**config.mk**
```make
export PLATFORM = sky130hd
export DESIGN_NAME = alu_issue_stage
export DESIGN_NICKNAME = d
export VERILOG_FILES = /design/src/rtl/alu_pkg.sv /design/src/rtl/alu_cmd_fifo.sv /design/src/rtl/alu_issue_stage.sv
export SDC_FILE = /design/constraint.sdc
export NUM_CORES = 1
export LEC_CHECK = 0
export ABC_CLOCK_PERIOD_IN_PS = 3700
export CORE_MARGIN = 2
export CORE_UTILIZATION = 25
export DETAILED_ROUTE_END_ITERATION = 16
export DONT_BUFFER_PORTS = 1
export SLEW_MARGIN = 5
export SYNTH_ARGS = -nofsm -noshare
export SYNTH_HDL_FRONTEND = slang
export SYNTH_SLANG_ARGS = --single-unit
export TNS_END_PERCENT = 50
```
**constraint.sdc**
```tcl
create_clock -name clk -period 3.7 [get_ports clk]
set_input_delay 0.37 -clock clk [delete_from_list [all_inputs] [get_ports clk]]
set_output_delay 0.37 -clock clk [all_outputs]
set_load 0.02 [all_outputs]
```
**src/rtl/alu_pkg.sv**
```systemverilog
// rtl/alu_pkg.sv - shared ALU function codes, flag layout and command record
package alu_pkg;

    localparam logic [3:0] FUNC_ADD = 4'b0000;
    localparam logic [3:0] FUNC_SUB = 4'b0001;
    localparam logic [3:0] FUNC_MUL = 4'b0010;
    localparam logic [3:0] FUNC_DIV = 4'b0011;
    localparam logic [3:0] FUNC_AND = 4'b0100;
    localparam logic [3:0] FUNC_OR  = 4'b0101;
    localparam logic [3:0] FUNC_XOR = 4'b0110;
    localparam logic [3:0] FUNC_NOT = 4'b0111;
    localparam logic [3:0] FUNC_SHL = 4'b1000;
    localparam logic [3:0] FUNC_SHR = 4'b1001;
    localparam logic [3:0] FUNC_SRA = 4'b1010;
    localparam logic [3:0] FUNC_ROL = 4'b1011;
    localparam logic [3:0] FUNC_ROR = 4'b1100;
    localparam logic [3:0] FUNC_LT  = 4'b1101;
    localparam logic [3:0] FUNC_GT  = 4'b1110;
    localparam logic [3:0] FUNC_EQ  = 4'b1111;

    localparam int FLAG_CARRY  = 3;
    localparam int FLAG_ZR     = 2;
    localparam int FLAG_SIGN   = 1;
    localparam int FLAG_PARITY = 0;

    localparam logic [31:0] DIV0_RESULT = 32'hFFFF_FFFF;
    // All-ones result: no carry, non-zero, negative, even number of set bits.
    localparam logic [3:0]  DIV0_FLAGS  = 4'b0011;

    typedef struct packed {
        logic [31:0] a;
        logic [31:0] b;
        logic [3:0]  func;
    } alu_op_t;

    localparam int OP_W = $bits(alu_op_t);

    function automatic logic is_div_zero(input logic [3:0] func, input logic [31:0] b);
        return (func == FUNC_DIV) && (b == 32'd0);
    endfunction

endpackage

```
**src/rtl/alu_cmd_fifo.sv**
```systemverilog
// rtl/alu_cmd_fifo.sv - synchronous command FIFO with head-of-queue data exposed
module alu_cmd_fifo #(
    parameter int DEPTH = 4,
    parameter int WIDTH = 8
) (
    input  logic                     clk,
    input  logic                     rst_n,
    input  logic                     push,
    input  logic [WIDTH-1:0]         push_data,
    input  logic                     pop,
    output logic [WIDTH-1:0]         head_data,
    output logic [$clog2(DEPTH):0]   count,
    output logic                     full,
    output logic                     empty
);

    localparam int PTR_W = $clog2(DEPTH);
    localparam int CNT_W = PTR_W + 1;

    logic [WIDTH-1:0] mem [DEPTH];
    logic [PTR_W-1:0] wr_ptr;
    logic [PTR_W-1:0] rd_ptr;
    logic             do_push;
    logic             do_pop;

    assign full      = (count == CNT_W'(DEPTH));
    assign empty     = (count == '0);
    // Push is judged against the registered count, so a pop in the same
    // cycle never makes room for a push into a full queue.
    assign do_push   = push & ~full;
    assign do_pop    = pop & ~empty;
    assign head_data = mem[rd_ptr];

    always_ff @(posedge clk) begin
        if (do_push) begin
            mem[wr_ptr] <= push_data;
        end
    end

    always_ff @(posedge clk or negedge rst_n) begin
        if (!rst_n) begin
            wr_ptr <= '0;
            rd_ptr <= '0;
            count  <= '0;
        end else begin
            if (do_push) begin
                wr_ptr <= wr_ptr + PTR_W'(1);
            end
            if (do_pop) begin
                rd_ptr <= rd_ptr + PTR_W'(1);
            end
            count <= count + CNT_W'(do_push) - CNT_W'(do_pop);
        end
    end

endmodule

```
**src/rtl/alu_issue_stage.sv**
```systemverilog
// rtl/alu_issue_stage.sv - queues ALU commands, drives the external ALU, registers responses
module alu_issue_stage
    import alu_pkg::*;
#(
    parameter int DEPTH = 4,
    parameter int TAG_W = 4
) (
    input  logic                     clk,
    input  logic                     rst_n,
    input  logic                     cmd_valid,
    output logic                     cmd_ready,
    input  logic [31:0]              cmd_a,
    input  logic [31:0]              cmd_b,
    input  logic [3:0]               cmd_func,
    input  logic [TAG_W-1:0]         cmd_tag,
    output logic [31:0]              alu_a,
    output logic [31:0]              alu_b,
    output logic [3:0]               alu_func,
    input  logic [31:0]              alu_res,
    input  logic                     alu_carry,
    input  logic                     alu_zr,
    input  logic                     alu_sign,
    input  logic                     alu_parity,
    output logic                     rsp_valid,
    input  logic                     rsp_ready,
    output logic [31:0]              rsp_data,
    output logic [3:0]               rsp_flags,
    output logic                     rsp_err,
    output logic [TAG_W-1:0]         rsp_tag,
    output logic [$clog2(DEPTH):0]   fifo_count
);

    localparam int ENTRY_W = OP_W + TAG_W;

    logic [ENTRY_W-1:0] push_data;
    logic [ENTRY_W-1:0] head_data;
    alu_op_t            head_op;
    logic [TAG_W-1:0]   head_tag;
    logic               fifo_full;
    logic               fifo_empty;
    logic               push;
    logic               issue;
    logic               div_zero;
    logic [3:0]         alu_flags;

    assign push_data           = {cmd_a, cmd_b, cmd_func, cmd_tag};
    assign {head_op, head_tag} = head_data;

    assign cmd_ready = ~fifo_full;
    assign push      = cmd_valid & cmd_ready;
    // The slot can take a new result when it is empty or being drained this cycle.
    assign issue     = ~fifo_empty & (~rsp_valid | rsp_ready);
    assign div_zero  = is_div_zero(head_op.func, head_op.b);

    always_comb begin
        alu_flags               = '0;
        alu_flags[FLAG_CARRY]   = alu_carry;
        alu_flags[FLAG_ZR]      = alu_zr;
        alu_flags[FLAG_SIGN]    = alu_sign;
        alu_flags[FLAG_PARITY]  = alu_parity;
    end

    always_comb begin
        alu_a    = '0;
        alu_b    = '0;
        alu_func = FUNC_ADD;
        if (!fifo_empty) begin
            alu_a    = head_op.a;
            alu_b    = head_op.b;
            alu_func = head_op.func;
        end
    end

    alu_cmd_fifo #(
        .DEPTH (DEPTH),
        .WIDTH (ENTRY_W)
    ) u_fifo (
        .clk       (clk),
        .rst_n     (rst_n),
        .push      (push),
        .push_data (push_data),
        .pop       (issue),
        .head_data (head_data),
        .count     (fifo_count),
        .full      (fifo_full),
        .empty     (fifo_empty)
    );

    always_ff @(posedge clk or negedge rst_n) begin
        if (!rst_n) begin
            rsp_valid <= 1'b0;
            rsp_data  <= '0;
            rsp_flags <= '0;
            rsp_err   <= 1'b0;
            rsp_tag   <= '0;
        end else if (issue) begin
            rsp_valid <= 1'b1;
            rsp_tag   <= head_tag;
            if (div_zero) begin
                rsp_data  <= DIV0_RESULT;
                rsp_flags <= DIV0_FLAGS;
                rsp_err   <= 1'b1;
            end else begin
                rsp_data  <= alu_res;
                rsp_flags <= alu_flags;
                rsp_err   <= 1'b0;
            end
        end else if (rsp_ready) begin
            rsp_valid <= 1'b0;
        end
    end

endmodule

```
## Yosys cells after proc, flatten, opt, wreduce, memory -nomap -nowiden

Memory sizes are Yosys's and may differ from the RTL's.
Cells that the tools add are included.

| cells by class | value |
|---|---|
| $add $sub $neg | 4 |
| equal/unequal tests | 2 |
| mux-type cells | 10 |
| bitwise logic cells | 8 |
| reductions and logical operators | 4 |

Operators by type and width:

| operator | number |
|---|---|
| $mux 32 | 3 |
| $logic_not 32->1 | 1 |
| $mux 4 | 2 |
| $mux 1 | 5 |
| $add 2x1->2 const B | 2 |
| $and 1x1->1 | 4 |
| $eq 4x2->1 const B | 1 |
| $add 3x1->3 | 1 |
| $eq 3x3->1 const B | 1 |
| $logic_not 3->1 | 1 |
| $not 1->1 | 3 |
| $sub 3x1->3 | 1 |
| $reduce_bool 2->1 | 1 |
| $logic_and 1x1->1 | 1 |
| $or 1x1->1 | 1 |

| word-level totals | value |
|---|---|
| register bits | 49 |
| bits in writable memories | 288 |
| input bits | 112 |
| memories | 1 |

Memories:

| memory | depth | bits a word | rd ports | clocked after Yosys merged registers in | write ports | line | source |
|---|---|---|---|---|---|---|---|
| u_fifo.mem | 4 | 72 | 1 | 0 | 1 | alu_cmd_fifo.sv:20 | `logic [WIDTH-1:0] mem [DEPTH];` |

## Depth between registers and ports, before layout

| logic depth | value |
|---|---|
| depth after elaboration | 6 |
| mapped depth | 11 |
| mapped depth without buffers | 9 |

## By module

A second synthesis with hierarchy kept.

| second synthesis, totals | value |
|---|---|
| cell total of the unflattened synthesis | 689 |
| area total of the unflattened synthesis | 13077.5 um2 |

Modules (own cells, without submodules):

| module | times used | cells an instance | area each (um2) | sequential area each (um2) |
|---|---|---|---|---|
| alu_cmd_fifo | 1 | 417 | 10859.2 | 8823.5 |
| alu_issue_stage | 1 | 272 | 2218.4 | 1051.0 |

## Least setup slack after synthesis

No wires, ideal clock.

| path | value |
|---|---|
| path type | register -> register |
| start point | reg u_fifo.count[1] |
| end point | mem u_fifo.mem[0][0] (netlist name), enable pin |
| library setup time | 439 ps |
| arrival time | 2628 ps |
| required time | 3261 ps |
| setup slack | 633 ps |
| stages on the path, launching flop included | 4 |
| buffers on the path | 0 |
| clock period less this slack | 3067 ps |
| path through | dfrtp_1 -> inv_1 -> nand3_1 -> and3_1 |

| between the ends | value |
|---|---|
| longest elaborated chain between the ends | 6 |

Ends and longest elaborated chain:

| item | line | source |
|---|---|---|
| start, declared | alu_cmd_fifo.sv:12 | `output logic [$clog2(DEPTH):0] count,` |
| start signal, assigned | alu_cmd_fifo.sv:52 | `count <= count + CNT_W'(do_push) - CNT_W'(do_pop);` |
| $eq 3x3->1 (*) | alu_cmd_fifo.sv:26 | `assign full = (count == CNT_W'(DEPTH));` |
| $not 1->1 (*) | alu_issue_stage.sv:49 | `assign cmd_ready = ~fifo_full;` |
| via cmd_ready | alu_issue_stage.sv:11 | `output logic cmd_ready,` |
| $and 1x1->1 | alu_issue_stage.sv:50 | `assign push = cmd_valid & cmd_ready;` |
| $and 1x1->1 (*) | alu_cmd_fifo.sv:30 | `assign do_push = push & ~full;` |
| $mux 1 (*) | alu_cmd_fifo.sv:35 | `if (do_push) begin` |
| $mux 1 (not written as such) (*) | alu_cmd_fifo.sv:36 | `mem[wr_ptr] <= push_data;` |
| end, declared | alu_cmd_fifo.sv:20 |  |

Mark *: on every way through the listed nets, which the timed path passes. The rest lies on a longest branch.

## Worst setup path in the final report

| path | value |
|---|---|
| start point | reg u_fifo.rd_ptr[0] |
| end point | reg rsp_flags[3] |

| between the ends | value |
|---|---|
| longest elaborated chain between the ends | 4 |
| elaborated cells on any way between the ends | 5 |
| those cells by class | 1 x eq/ne; 1 x mux; 2 x reduce/logical; 1 x memory |

Ends and longest elaborated chain:

| item | line | source |
|---|---|---|
| start, declared | alu_cmd_fifo.sv:22 | `logic [PTR_W-1:0] rd_ptr;` |
| start signal, assigned | alu_cmd_fifo.sv:50 | `rd_ptr <= rd_ptr + PTR_W'(1);` |
| $mem_v2 4x72 (*) | n/a |  |
| $logic_not 32->1 / $eq 4x2->1 (equally long branches) | alu_pkg.sv:39 | `return (func == FUNC_DIV) && (b == 32'd0);` |
| $logic_and 1x1->1 (*) | alu_pkg.sv:39 |  |
| $mux 4 (*) | alu_issue_stage.sv:99 | `if (div_zero) begin` |
| end signal, assigned | alu_issue_stage.sv:105 | `rsp_flags <= alu_flags;` |
| end, declared | alu_issue_stage.sv:27 | `output logic [3:0] rsp_flags,` |

Mark *: on every way between the ends. The rest lies on a longest branch, timed or not.
A chain may end at the register's enable or synchronous reset.

==> impl_metrics.ini <==
[status]
status = finished clean

[placed_design]
place_hpwl_um = 19000
gp_congestion = 0.692
place_ws_ns = 0.127
io_buffers = 0

[floorplanning]
die_height_um = 233
initial_core_util_pct = 25.4
rows = 83
io_pins = 226
die_x_um = 233
dieArea_um2 = 54100
core_um2 = 51500

[global_route]
grt_pass1_vias = 7032
antenna_found_initial = 5
grt_max_degree = 70
grt_pass1_wl_um = 45600
grt_overflow = 0
grtUsageTotal_pct = 11.5

[clock_network]
cts_setup_buffers = 0
cts_buffer_depth = 3
cts_tree = built
cts.clk_slew.worst_paths_ns = 0.06
clock-sinks = 337
clock_tree.root_cell = clkbuf_16
htreeDepth = 2
numCtsBuffers = 38
clk_latency_ns = 0.55

[sta]
post-route-period-util_pct = 91.1
rsz0062_at_grt = no
skew_ns = 0.0203
holdWs_ns = 0.0524
fmax_mhz = 297
setup_viol = 0
worst_pin_slew_ns = 0.962
slew_headroom_pct = 35.9
hold_viol = 0
drv_slew = 0
finalSetupTns_ns = 0
fin_ws_ns = 0.329
fin_crit_ns = 3.37

[yosys]
yosys_most_used_dff = edfxtp_1
ys_warn_count = 0
ys_types = 30
netlist_instances = 681
synth_area_per_cell_um2 = 19.2
yosysTopAreaCell = edfxtp_1
yosysSeqAreaShare_pct = 75.5
synth-seq-cells = 337
synthTopCellsByArea = edfxtp_1 (66%), mux4_2 (12%), dfrtp_1 (9.4%), nor2b_1 (3.3%), nand2_1 (2.6%)
synth_edf_count = 288
synthArstFlopShare_pct = 14.5
synth_fp_nets = 800
synth.top_cell.area_share_pct = 66.2
syn_area_um2 = 13100

[drt]
wl_um = 31200
ant_nets = 0
first_iter_violations = 313
dr.pass1.iters = 4
num_vias = 6569
drt-wirelength-per-cell_um = 20.5
post-route-drc-count = 0
viasPerCell = 4.31

[setup_path]
reg2reg_to = rsp_flags[3]
r2r-start = u_fifo.rd_ptr[0]
worst_ep_arrival_time_ns = 3.78
cp-start-kind = register
reg2reg_slack_ns = 0.33
crit_type = register to register
rr_worst_depth = 8
critPathMaxFanout = 51
crit_required_ns = 4.11
cp-end-kind = register

[layout]
drive_gt1_share_pct = 21.5
seqCellArea_um2 = 9880
utilization_pct = 31.7
multi_input_area_um2 = 3030
nets = 932
synthToLayoutAreaGrowth_pct = 25.0
n_fill_cell = 4977

[power]
power_frac_seq_pct = 41.4
powerDensity_nw_per_um2 = 836
clockPowerShare_pct = 26.7
p_sw_mw = 4.93
vdd_drop_max_v = 0.000551
internal_power_mw = 8.73
p_leak_nw = 5.64
fin_total_pwr_mw = 13.7
p_sw_share_pct = 36.1
power.share.combinational_pct = 32.0

[job]
cap_violations = 0

[worst_hold_path]
hold_path.class = primary input to register
whs_path_depth = 2
hp-start = rsp_ready
min_to = rsp_valid
## worst max-delay path, stage by stage (launching register included)
cell      delay (ns)
dfrtp_4         0.49
buf_12          0.36
mux4_2          0.59
nor4_2          0.34
buf_4           0.18
nand4_1         0.09
or4_2           0.71
buf_12          0.23
a21boi_0        0.15
## worst max-delay path by stage
stage | start | endpoint | slack, ns | depth (start not counted)
2_1_floorplan | u_fifo.count[1] | u_fifo.mem[0][0] | 0.63 | 3
3_3_place_gp | u_fifo.rd_ptr[0] | rsp_flags[2] | 0.05 | 8
3_5_place_dp | u_fifo.rd_ptr[0] | rsp_flags[3] | 0.13 | 8
4_1_cts | u_fifo.rd_ptr[0] | rsp_flags[3] | 0.1 | 8
5_1_grt | u_fifo.rd_ptr[0] | rsp_flags[3] | 0.1 | 8
6_report | u_fifo.rd_ptr[0] | rsp_flags[3] | 0.33 | 8
## cells in the mapped netlist (2+ instances only)
library cell / instances
nand3_2: 29
nand4_1: 2
mux4_2: 71
clkbuf_1: 22
and3_1: 4
nor2b_1: 68
nor4_1: 6
buf_2: 3
nand2_1: 89
edfxtp_1: 288
buf_6: 4
xnor2_1: 5
nand2b_1: 2
a21boi_0: 2
or4_1: 2
buf_1: 6
inv_1: 6
nand3_1: 6
ha_1: 6
dfrtp_1: 49
nor3_1: 2
## cells in the final DEF (no fill, tap or decap), types with 2 or more instances in the layout
cell,synthesis,routed
nand3_2,29,29
clkbuf_16,0,39
mux4_2,71,71
inv_6,0,2
nand4_1,2,2
dfrtp_4,0,2
ha_1,6,6
clkbuf_1,22,12
inv_1,6,6
edfxtp_1,288,288
and3_4,0,4
nand3_1,6,6
clkinv_1,1,7
clkinv_8,0,2
buf_4,1,10
buf_12,0,7
dfrtp_1,49,47
dlygate4sd3_1,0,109
nor4_1,6,5
nor2b_1,68,68
xnor2_1,5,5
bufinv_16,0,2
clkinv_2,0,3
diode_2,0,2
a21boi_0,2,2
nand2_1,89,89
## repair_timing
| action | CTS | global route |
|---|---|---|
| endpoints found under the hold margin | 373 | 0 |
| endpoints found under the setup margin | 0 | 2 |
| hold buffers | 110 | 0 |
| gates resized for setup | 0 | 2 |
## metrics by stage
step / cell area [um^2] / std cells
CTS: 16300 / 1522
global route: 16300 / 1523
detailed placement: 14000 / 1343
global placement: 14000 / 1343
floorplan: 13100 / 681
finish: 16300 / 1524
## layout make-up
cell class,count,share of cell area [%]
sequential,337,60.5
multi-input combinational,301,18.6
timing repair buffer,128,8.23
clock buffer,52,6.33
tap,680,5.21
clock inverter,17,0.995
inverter,7,0.161
antenna,2,0.0306
## layer usage
| metal | up-vias | track usage, % | part of all wire [%] |
|---|---|---|---|
| li1 | 2900 | - | - |
| met1 | 3370 | 14.5 | 42 |
| met2 | 242 | 18.1 | 46 |
| met3 | 53 | 4.29 | 9.6 |
| met4 | 4 | 3.76 | 2.3 |
| met5 | - | 0 | 0.074 |
## power groups by stage
stage          clock (mW)  sequential [mW]  combinational [mW]
6_report             3.65             5.65                4.37
5_1_grt              3.93             5.74                4.77
4_1_cts              3.79             5.66                4.50
3_5_place_dp            0             5.74                4.34
3_3_place_gp            0             5.70                4.32
2_1_floorplan           0             5.63                3.22
## state kept, by name, indices dropped and copies added, names as in the netlist
register	flops
u_fifo.rd_ptr	2
u_fifo.mem	288
u_fifo.wr_ptr	2
rsp_tag	4
rsp_err	1
rsp_data	32
rsp_flags	4
rsp_valid	1
u_fifo.count	3
## kinds of logic after synthesis
family	synth area share [%]
XOR/XNOR	0.335
AND/OR/NAND/NOR	9.29
adder cells (fa/ha/maj)	0.727
flip-flops	75.5
multiplexers	12.4
AO/OA/AOI/OAI	0.153
buffers and inverters	1.52
No activity file was read; power rests on OpenSTA's default activity.
